`src/rtl/ssg_scan_decoder.sv`:
```
// Recovers the four hex digits shown on a multiplexed seven-segment display by
// sampling its active-low cathode and anode lines and debouncing each scan slot.
module ssg_scan_decoder #(
    parameter int STABLE_CYCLES  = 16,
    parameter int TIMEOUT_CYCLES = 1048576
) (
    input  logic        clk,
    input  logic        greset,
    input  logic [7:0]  sseg_cathode,
    input  logic [3:0]  sseg_anode,
    output logic [15:0] digits,
    output logic [3:0]  dp,
    output logic [3:0]  digit_valid,
    output logic [3:0]  bad_glyph,
    output logic        frame_strobe,
    output logic        anode_err
);
    localparam int SW = $clog2(STABLE_CYCLES + 1);
    localparam int TW = $clog2(TIMEOUT_CYCLES + 1);
    localparam logic [SW-1:0] STABLE_LAST  = SW'(STABLE_CYCLES - 1);
    localparam logic [TW-1:0] TIMEOUT_MAX  = TW'(TIMEOUT_CYCLES);
    localparam logic [TW-1:0] TIMEOUT_LAST = TW'(TIMEOUT_CYCLES - 1);

    typedef enum logic [1:0] {IDLE, SETTLE, HELD} state_t;

    // Returns {legal, value} for an active-high gfedcba segment pattern.
    function automatic logic [4:0] decode_glyph(input logic [6:0] seg);
        logic [4:0] r;
        case (seg)
            7'h3F:   r = 5'h10;
            7'h06:   r = 5'h11;
            7'h5B:   r = 5'h12;
            7'h4F:   r = 5'h13;
            7'h66:   r = 5'h14;
            7'h6D:   r = 5'h15;
            7'h7D:   r = 5'h16;
            7'h07:   r = 5'h17;
            7'h7F:   r = 5'h18;
            7'h6F:   r = 5'h19;
            7'h77:   r = 5'h1A;
            7'h7C:   r = 5'h1B;
            7'h39:   r = 5'h1C;
            7'h5E:   r = 5'h1D;
            7'h79:   r = 5'h1E;
            7'h71:   r = 5'h1F;
            default: r = 5'h00;
        endcase
        return r;
    endfunction

    function automatic logic single_low(input logic [3:0] an);
        return (an == 4'b1110) || (an == 4'b1101) || (an == 4'b1011) || (an == 4'b0111);
    endfunction

    logic [7:0]    cathode_p0, cathode_p1;
    logic [3:0]    anode_p0, anode_p1;
    state_t        state;
    logic [11:0]   cand;
    logic [SW-1:0] stable_cnt;
    logic [TW-1:0] tmo_cnt [4];
    logic [3:0]    seen;

    logic [11:0]   sample;
    logic          capture;
    logic [4:0]    glyph;
    logic [3:0]    cap_mask;
    logic          multi_err;

    // Stage p0/p1: two-flop synchronizer; idles high like an undriven display.
    always_ff @(posedge clk or negedge greset) begin
        if (!greset) begin
            cathode_p0 <= 8'hFF;
            cathode_p1 <= 8'hFF;
            anode_p0   <= 4'hF;
            anode_p1   <= 4'hF;
        end else begin
            cathode_p0 <= sseg_cathode;
            cathode_p1 <= cathode_p0;
            anode_p0   <= sseg_anode;
            anode_p1   <= anode_p0;
        end
    end

    always_comb begin
        sample    = {anode_p1, cathode_p1};
        capture   = (state == SETTLE) && (sample == cand) &&
                    (stable_cnt == STABLE_LAST) && (anode_p1 != 4'hF);
        glyph     = decode_glyph(~cathode_p1[6:0]);
        cap_mask  = (capture && single_low(anode_p1)) ? ~anode_p1 : 4'b0000;
        multi_err = capture && !single_low(anode_p1);
    end

    // Debounce FSM: a capture fires on the edge the count reaches STABLE_CYCLES.
    always_ff @(posedge clk or negedge greset) begin
        if (!greset) begin
            state      <= IDLE;
            cand       <= 12'hFFF;
            stable_cnt <= '0;
        end else if (anode_p1 == 4'hF) begin
            state      <= IDLE;
            stable_cnt <= '0;
        end else begin
            case (state)
                IDLE: begin
                    state      <= SETTLE;
                    cand       <= sample;
                    stable_cnt <= SW'(1);
                end
                HELD: begin
                    if (sample != cand) begin
                        state      <= SETTLE;
                        cand       <= sample;
                        stable_cnt <= SW'(1);
                    end
                end
                SETTLE: begin
                    if (sample != cand) begin
                        cand       <= sample;
                        stable_cnt <= SW'(1);
                    end else if (stable_cnt == STABLE_LAST) begin
                        state      <= HELD;
                        stable_cnt <= stable_cnt + SW'(1);
                    end else begin
                        stable_cnt <= stable_cnt + SW'(1);
                    end
                end
                default: begin
                    state      <= IDLE;
                    stable_cnt <= '0;
                end
            endcase
        end
    end

    // Per-digit state; a capture outranks timeout expiry of the same digit.
    always_ff @(posedge clk or negedge greset) begin
        if (!greset) begin
            digits      <= 16'h0000;
            dp          <= 4'b0000;
            digit_valid <= 4'b0000;
            bad_glyph   <= 4'b0000;
            anode_err   <= 1'b0;
            for (int n = 0; n < 4; n++) begin
                tmo_cnt[n] <= '0;
            end
        end else begin
            anode_err <= multi_err;
            for (int n = 0; n < 4; n++) begin
                if (cap_mask[n]) begin
                    dp[n]          <= ~cathode_p1[7];
                    bad_glyph[n]   <= ~glyph[4];
                    digit_valid[n] <= glyph[4];
                    tmo_cnt[n]     <= '0;
                    if (glyph[4]) begin
                        digits[4*n +: 4] <= glyph[3:0];
                    end
                end else begin
                    if (tmo_cnt[n] != TIMEOUT_MAX) begin
                        tmo_cnt[n] <= tmo_cnt[n] + TW'(1);
                    end
                    if (tmo_cnt[n] == TIMEOUT_LAST) begin
                        digit_valid[n] <= 1'b0;
                    end
                end
            end
        end
    end

    // Frame tracking: a capture in the clearing cycle starts the next frame.
    always_ff @(posedge clk or negedge greset) begin
        if (!greset) begin
            seen         <= 4'b0000;
            frame_strobe <= 1'b0;
        end else if (seen == 4'hF) begin
            seen         <= cap_mask;
            frame_strobe <= 1'b1;
        end else begin
            seen         <= seen | cap_mask;
            frame_strobe <= 1'b0;
        end
    end

endmodule

```
`config.mk`:
```
export PLATFORM = sky130hd
export DESIGN_NAME = ssg_scan_decoder
export DESIGN_NICKNAME = d
export VERILOG_FILES = /design/src/rtl/ssg_scan_decoder.sv
export SDC_FILE = /design/constraint.sdc
export NUM_CORES = 1
export LEC_CHECK = 0
export ABC_AREA = 1
export CAP_MARGIN = 25
export CORE_ASPECT_RATIO = 0.8
export CORE_MARGIN = 2
export CORE_UTILIZATION = 27
export CTS_CLUSTER_DIAMETER = 200
export DETAILED_ROUTE_END_ITERATION = 16
export GPL_TIMING_DRIVEN = 0
export PLACE_DENSITY = 0.48
export SETUP_SLACK_MARGIN = 0.5
export SLEW_MARGIN = 30
export SYNTH_ARGS = -nofsm -noshare
export SYNTH_HDL_FRONTEND = slang
export SYNTH_SLANG_ARGS = --single-unit
```
`constraint.sdc`:
```
create_clock -name clk -period 4.75 [get_ports clk]
set_input_delay 0.95 -clock clk [delete_from_list [all_inputs] [get_ports clk]]
set_output_delay 0.95 -clock clk [all_outputs]
set_load 0.05 [all_outputs]
```
==> results of run 1 <==
## layer usage
layer	GRT usage, %	part of all wire [%]
met2	19.73	43
met1	18.03	52
met5	0	0
met3	2.764	3.6
met4	3.788	1.0
## area by class of cell
| cell class | instances | area (um^2) |
|---|---|---|
| Multi-Input combinational cell | 682 | 3304 |
| Buffer | 10 | 50.05 |
| Tap cell | 377 | 471.7 |
| Sequential cell | 161 | 4074 |
| Fill cell | 3096 | 19690 |
| Timing Repair Buffer | 45 | 490.5 |
| Inverter | 137 | 514.2 |
| Clock inverter | 11 | 107.6 |
| Clock buffer | 20 | 446.7 |
## power groups by stage
stage | clock (mW) | sequential, mW | combinational [mW]
floorplan | 0 | 1.51 | 0.161
global placement | 0 | 1.52 | 0.242
detailed placement | 0 | 1.52 | 0.247
CTS | 1.36 | 1.50 | 0.249
global route | 1.42 | 1.51 | 0.286
finish | 1.31 | 1.50 | 0.242
## flip-flops by register name (all words and copies together) (netlist names)
register and flops:
anode_err 1, anode_p0 4, anode_p1 4, bad_glyph 4, cand 12, cathode_p0 8
cathode_p1 8, digit_valid 4, digits 16, dp 4, frame_strobe 1, seen 4
stable_cnt 5, state 2, tmo_cnt 84
## cells by family (layout without fill, tap and decap cells)
kind of cell	Yosys count	count (layout)	synth area share (%)
fa+ha+maj	15	15	2.363
compound gates	85	85	5.608
flops	161	161	51.29
simple gates	547	547	29.77
buf+inv	147	223	7.104
xor+xnor	35	35	3.859
## Yosys cell counts
cell / number
sky130_fd_sc_hd__o21ai_1: 3
sky130_fd_sc_hd__or2_2: 5
sky130_fd_sc_hd__nand2_2: 1
sky130_fd_sc_hd__nor3_1: 44
sky130_fd_sc_hd__dfrtp_1: 125
sky130_fd_sc_hd__nor2_1: 150
sky130_fd_sc_hd__clkbuf_2: 1
sky130_fd_sc_hd__a31oi_1: 7
sky130_fd_sc_hd__nor2_4: 3
sky130_fd_sc_hd__o21bai_1: 1
sky130_fd_sc_hd__a21oi_1: 20
sky130_fd_sc_hd__inv_2: 4
sky130_fd_sc_hd__nor4_1: 12
sky130_fd_sc_hd__buf_2: 9
sky130_fd_sc_hd__and3_1: 1
sky130_fd_sc_hd__nand4_1: 22
sky130_fd_sc_hd__nor2_2: 2
sky130_fd_sc_hd__nor3b_1: 10
sky130_fd_sc_hd__nand2_1: 243
sky130_fd_sc_hd__nand4_4: 1
sky130_fd_sc_hd__o2111ai_1: 1
sky130_fd_sc_hd__inv_1: 133
sky130_fd_sc_hd__o21a_1: 1
sky130_fd_sc_hd__nand3_1: 50
sky130_fd_sc_hd__xor2_1: 29
sky130_fd_sc_hd__ha_1: 15
sky130_fd_sc_hd__xnor2_1: 6
sky130_fd_sc_hd__o22ai_1: 2
sky130_fd_sc_hd__and2_1: 2
sky130_fd_sc_hd__o21ai_0: 50
sky130_fd_sc_hd__dfstp_2: 36
sky130_fd_sc_hd__nand3b_1: 1
## worst reg2reg max path, stage by stage, from the launching register on
cell and delay [ns]:
sky130_fd_sc_hd__dfstp_2 0.65, sky130_fd_sc_hd__xnor2_1 0.14, sky130_fd_sc_hd__nand2_1 0.06, sky130_fd_sc_hd__nor2_1 0.38
sky130_fd_sc_hd__nand3_1 0.16, sky130_fd_sc_hd__nor2_2 0.27, sky130_fd_sc_hd__nand3_1 0.36, sky130_fd_sc_hd__o21ai_0 0.28
## metrics by stage
| step | setup TNS [ns] | cells |
|---|---|---|
| 3_3_place_gp | -618.66 | 1410 |
| 2_1_floorplan | 0 | 990 |
| 4_1_cts | 0 | 1443 |
| 6_report | 0 | 1443 |
| 5_1_grt | 0 | 1443 |
| 3_5_place_dp | 0 | 1412 |
## worst paths after layout
check / to / slack, ns
worst max-delay path: digits[10] / 2.11
worst min-delay path: tmo_cnt[44] / 0.34
worst max register to register: digits[2] / 2.35
worst min register to register: cathode_p1[6] / 0.36
max in group asynchronous: anode_p1[2] / 3.77
min in group clk: cathode_p1[6] / 0.36
==> run metrics, run 1 <==
result of the run=finished, final reports clean; ratio of cells with drive above 1 in the final layout=~8.8%; number of DRC violations after detailed-routing iteration 0=approximately 470; number of flip-flops and latches in the synthesized netlist=approximately 160; number of sinks on the clock net=about 160; pre-CTS setup slack=2.308 ns; smallest setup slack after layout=roughly 2.1 ns; data arrival time at the worst-slack endpoint=around 1.7 ns; final clock period utilization by the worst path=55.57%; final-layout worst hold slack=0.3438 ns; count of final setup violators=0; Worst Path Max Fanout=2; maximum number of pins on one net before global-route repair=between 70 and 80; cell depth of the worst flop-to-flop path=7; TritonCTS buffer count=17; PortBufs=43; largest area contributor in the netlist=sky130_fd_sc_hd__dfrtp_1; DR vias=about 6.3k; proportion of power drawn by combinational gates=slightly below 8%; total non-filler cell area in the finished layout=between 9000 and 10000 um^2; post-place instance area=roughly 8900 um^2; top library cells by usage in the layout, fill and taps aside=sky130_fd_sc_hd__nand2_1, sky130_fd_sc_hd__nor2_1, sky130_fd_sc_hd__inv_1, sky130_fd_sc_hd__dfrtp_1; count of maximum capacitance violations=0; kind of capture point of the worst setup path=primary output; total power of the final layout=3.052 mW; drt via density=4.392; initial standard-cell utilization of the core=27.25%; Yosys cell types=32; Post-Synthesis Cells=between 900 and 1k; setup repair after global routing missed its margin=no; max-slew violation count=0; post_cts resized=0; cell type of the slowest stage on the worst timing path=sky130_fd_sc_hd__clkdlybuf4s50_1; antenna violations before repair=0; largest stage delay on the critical path=between 0.8 and 0.9 ns; Yosys top cell area share=just under 40%; buffering stage count on the worst path with inverters included=1; f_max=roughly 380 MHz; portion of total power attributed to sequential cells=49.0%; NetSw=between 0.7 and 0.8 mW; diode insertion count for antenna repair=0; Setup Crit Path Kind=reg2out; synthesized area divided by synthesized cell count=roughly 8 um^2; Warnings, synthesis=0; total iterations of the first detailed-routing run=5; core box area=roughly 29000 um^2; buffer cell driving the clock tree root=sky130_fd_sc_hd__clkbuf_16; Synth-to-Final Area Change=19.09%; wire length of the first global-routing pass=30960 um; cell row count=56; drc violations=0; routed len/inst=between 10 and 15 um; crit-path leading delay family=buffers and inverters; grt total ovfl=0; switching power as a share of total power=between 20 and 30%; Die Span Y=between 150 and 200 um; final core occ=between 30% and 40%; net count of the finished layout=around 1.1k; power share of the clock group=43.0%; Longest Clk Path Bufs=2; number of global-route vias before repair=a little under 6k; wirelength, routed=approximately 19000 um; Routed Antenna Nets=0; leakage dissipation=~4.5 nW; required time reported for the critical path endpoint=3.80 ns; clock latency on the worst-skew pair=about 0.44 ns; cell area after synthesis=7943 um^2; total setup buffers inserted after CTS=0; IO Pins=44; post-CTS clock slew at the launch and capture registers of the worst setup and hold paths=approximately 0.070 ns; series of cell instances along the critical path=clkdlybuf4s50_1; Post-Synthesis Net Count=between 1k and 1.5k; most common cell after layout, fill and taps aside=sky130_fd_sc_hd__nand2_1; PwrDens=between 300 and 400 nW/um^2; number of gates on the worst path with buffers counted=1; slew margin rel.=~40%; Die Footprint=between 30000 and 40000 um^2; Hold Path Class=in2async; origin of the worst setup path=digits[10]; Clock Skew=between 0.015 and 0.02 ns; H-Tree Depth=4; aggregate global-route resource usage=12.80%; number of buffers inserted for hold repair after clock tree synthesis=0; Area contributors post-synth=sky130_fd_sc_hd__dfrtp_1, sky130_fd_sc_hd__dfstp_2, sky130_fd_sc_hd__nand2_1; TritonCTS clock tree=yes; share of synthesized area occupied by flip-flops and latches=between 50% and 60%; Worst-Margin Slew=~0.90 ns; R2R Path Start=cathode_p1[7]; final hold vios=0; internal power=about 2.3 mW; maximum resistive drop on vdd=approximately 0.00025 V; horizontal extent of the die=between 150 and 200 um; DP HPWL=around 14000 um; time the final worst path needs with I/O delays and setup=2.639 ns; final weighted congestion of routability-driven global placement=0.8421; kind of start point of the critical path=flop
Power figures use the tool's default switching activity.
==> run 2, diff against run 1 <==
PLACE_DENSITY = 0.5   (was 0.48)
clock period = 2.2 ns   (was 4.75 ns; I/O delays follow)
==> run 2 against run 1 <==
Register-to-register slack worse by 2.2 ns; cell area up 15%; via count up 6.2%; worst hold slack better by 0.0074 ns; setup slack worse by 1.9 ns; wire length up 8.8%; largest cell class unchanged; critical path depth up 9; final cell count up 4.2%; critical endpoint is now dp[2]; clock-buffer cell count down 1; core utilization up 4.8 points; first-iteration DRC count up 5.7%.
==> run metrics, run 2 (same netlist as run 1, synthesis figures left out) <==
Longest Clk Path Bufs=2 (unchanged); maximum number of pins on one net before global-route repair=61 (was 73); net count of the finished layout=1142 (was 1083); R2R Path Start=cathode_p1[2] (was cathode_p1[7]); final core occ=37.22% (was 32.45%); data arrival time at the worst-slack endpoint=2.33 ns (was 1.69 ns); origin of the worst setup path=cathode_p1[2] (was digits[10]); number of global-route vias before repair=6435 (was 5882); max-slew violation count=0 (unchanged); PortBufs=43 (unchanged); wirelength, routed=20350 um (was 18700 um); wire length of the first global-routing pass=33640 um (was 30960 um); final hold vios=0 (unchanged); IO Pins=44 (unchanged); total iterations of the first detailed-routing run=6 (was 5); buffer cell driving the clock tree root=sky130_fd_sc_hd__clkbuf_16 (unchanged); leading registers by flop count=tmo_cnt x84, digits x16, cand x12 (unchanged); TritonCTS buffer count=17 (unchanged); diode insertion count for antenna repair=0 (unchanged); number of DRC violations after detailed-routing iteration 0=498 (was 471); Die Span Y=157.4 um (unchanged); leakage dissipation=5.005 nW (was 4.497 nW); required time reported for the critical path endpoint=2.53 ns (was 3.80 ns); DR vias=6728 (was 6337); initial standard-cell utilization of the core=27.25% (unchanged); Routed Antenna Nets=0 (unchanged); ratio of cells with drive above 1 in the final layout=27.62% (was 8.818%); clock latency on the worst-skew pair=0.43 ns (was 0.44 ns); grt total ovfl=0 (unchanged); FF-to-FF setup slack=0.19 ns (was 2.35 ns); Synth-to-Final Area Change=36.59% (was 19.09%); antenna violations before repair=0 (unchanged); cell type of the slowest stage on the worst timing path=sky130_fd_sc_hd__dfstp_2 (was sky130_fd_sc_hd__clkdlybuf4s50_1); H-Tree Depth=4 (unchanged); Hold Path Class=reg2reg (was in2async); Setup Crit Path Kind=reg2reg (was reg2out); smallest setup slack after layout=0.1945 ns (was 2.111 ns); drc violations=0 (unchanged); kind of start point of the critical path=flop (unchanged); aggregate global-route resource usage=13.77% (was 12.80%); count of final setup violators=0 (unchanged); f_max=approximately 500 MHz; max FFs per register=84 (unchanged); post-CTS clock slew at the launch and capture registers of the worst setup and hold paths=0.06 ns (was 0.07 ns); Worst Path Max Fanout=5 (was 2); number of standard cells in the final layout excluding fillers=1503 (was 1443); core box area=29150 um^2 (unchanged); TritonCTS clock tree=yes (unchanged); Largest Register=tmo_cnt (unchanged); slew margin rel.=54.71% (was 39.36%); cell depth of the worst flop-to-flop path=10 (was 7); drt via density=4.476 (was 4.392); destination of the critical timing path=dp[2] (was digits[10]); number of sinks on the clock net=161 (unchanged); cell row count=56 (unchanged); final weighted congestion of routability-driven global placement=0.8224 (was 0.8421); placed cell count=1412 (unchanged); DP HPWL=14180 um (was 13740 um); count of maximum capacitance violations=0 (unchanged); maximum resistive drop on vdd=0.0005413 V (was 0.0002541 V); total power of the final layout=6.919 mW (was 3.052 mW); crit-path most repeated cell=sky130_fd_sc_hd__nor2_4; Die Footprint=30810 um^2 (unchanged); PwrDens=637.8 nW/um^2 (was 322.7 nW/um^2); kind of capture point of the worst setup path=flop (was primary output); Clock Skew=0.01170 ns (was 0.01522 ns); horizontal extent of the die=195.8 um (unchanged); terminus of the critical flop-to-flop path=dp[2] (was digits[2]); Total Negative Setup Slacks=0 ns (unchanged); routed len/inst=13.54 um (was 12.96 um); result of the run=finished, final reports clean (unchanged); series of cell instances along the critical path=xnor2_1, nand2_1, nor2_4, nand4_4, nor2_4, buf_12, buf_6, nand2_2, o21ai_2, inv_1 (was clkdlybuf4s50_1); time the final worst path needs with I/O delays and setup=roughly 2.0 ns; pre-CTS setup slack=-0.1041 ns (was 2.308 ns); setup repair after global routing missed its margin=yes (was no); largest stage delay on the critical path=0.60 ns (was 0.84 ns); most common cell after layout, fill and taps aside=sky130_fd_sc_hd__nand2_1 (unchanged); final clock period utilization by the worst path=91.16%; top library cells by usage in the layout, fill and taps aside=sky130_fd_sc_hd__nand2_1, sky130_fd_sc_hd__inv_1, sky130_fd_sc_hd__dfrtp_1, sky130_fd_sc_hd__nor2_1, sky130_fd_sc_hd__nand3_1 (was sky130_fd_sc_hd__nand2_1, sky130_fd_sc_hd__nor2_1, sky130_fd_sc_hd__inv_1, sky130_fd_sc_hd__dfrtp_1); Worst-Margin Slew=0.6731 ns (was 0.9013 ns)
run 2: changes by cell type in the layout (fill, tap and decap cells not counted), moves of 21 or more:
cell                              change
sky130_fd_sc_hd__nor2_1              -38
sky130_fd_sc_hd__clkdlybuf4s50_1     -30
sky130_fd_sc_hd__nand2_2             +22
sky130_fd_sc_hd__buf_4               +34
sky130_fd_sc_hd__clkdlybuf4s15_2     +28
sky130_fd_sc_hd__nand2_1             -26
sky130_fd_sc_hd__nor2_2              +21
run 2: worst min path at each step:
stage | startpoint | endpoint | slack, ns | depth (start not counted)
after floorplan | greset | anode_err | 0.14 | 0
after global placement | anode_p0[3] | anode_p1[3] | 0.35 | 0
after detailed placement | anode_p0[0] | anode_p1[0] | 0.35 | 0
after CTS | anode_p0[1] | anode_p1[1] | 0.35 | 0
after global routing | anode_p0[2] | anode_p1[2] | 0.36 | 0
final | anode_p0[1] | anode_p1[1] | 0.35 | 0
run 2: metrics by stage:
step / hold WS, ns / area [um^2]
final: 0.3511 / 10850
after global routing: 0.3586 / 10850
after CTS: 0.3548 / 10220
after detailed placement: 0.3473 / 9031
after global placement: 0.3462 / 8971
after floorplan: 0.1444 / 8069
run 2: final cells by class:
| class | instances | area, um^2 |
|---|---|---|
| buffer | 10 | 165.2 |
| clock buffer | 19 | 442.9 |
| clock inverter | 13 | 136.4 |
| fill | 3002 | 18300 |
| inverter | 137 | 521.8 |
| multi-input combinational | 682 | 3874 |
| sequential | 161 | 4075 |
| tap | 377 | 471.7 |
| timing repair buffer | 104 | 1162 |
run 2: routing by layer:
metal	track usage (%)	vias up	part of all wire [%]
met5	0	-	0
met4	3.824	0	1.1
met3	2.593	12	3.0
met2	21.29	99	45
met1	19.68	3209	51
li1	-	3408	-
run 2: what timing repair did:
item                                    in CTS  in global routing
hold buffers                                 1                  0
pin swaps                                   20                 38
gates resized for setup                    167                121
cloned                                       4                  3
endpoints found under the setup margin     165                138
hold endpoints to repair                    48                  0
setup buffers                               30                 21
run 2: critical path, delay by kind of cell (launching register included):
| family | cells | cell delay [ns] |
|---|---|---|
| compound gates | 1 | 0.05 |
| xor+xnor | 1 | 0.13 |
| buf+inv | 3 | 0.29 |
| flops | 1 | 0.60 |
| simple gates | 5 | 0.81 |
run 2: report_power, final:
group	switching (mW)	internal, mW
sequential	0.0917	3.14
combinational	0.431	0.300
clock	1.26	1.70
total	1.78	5.14
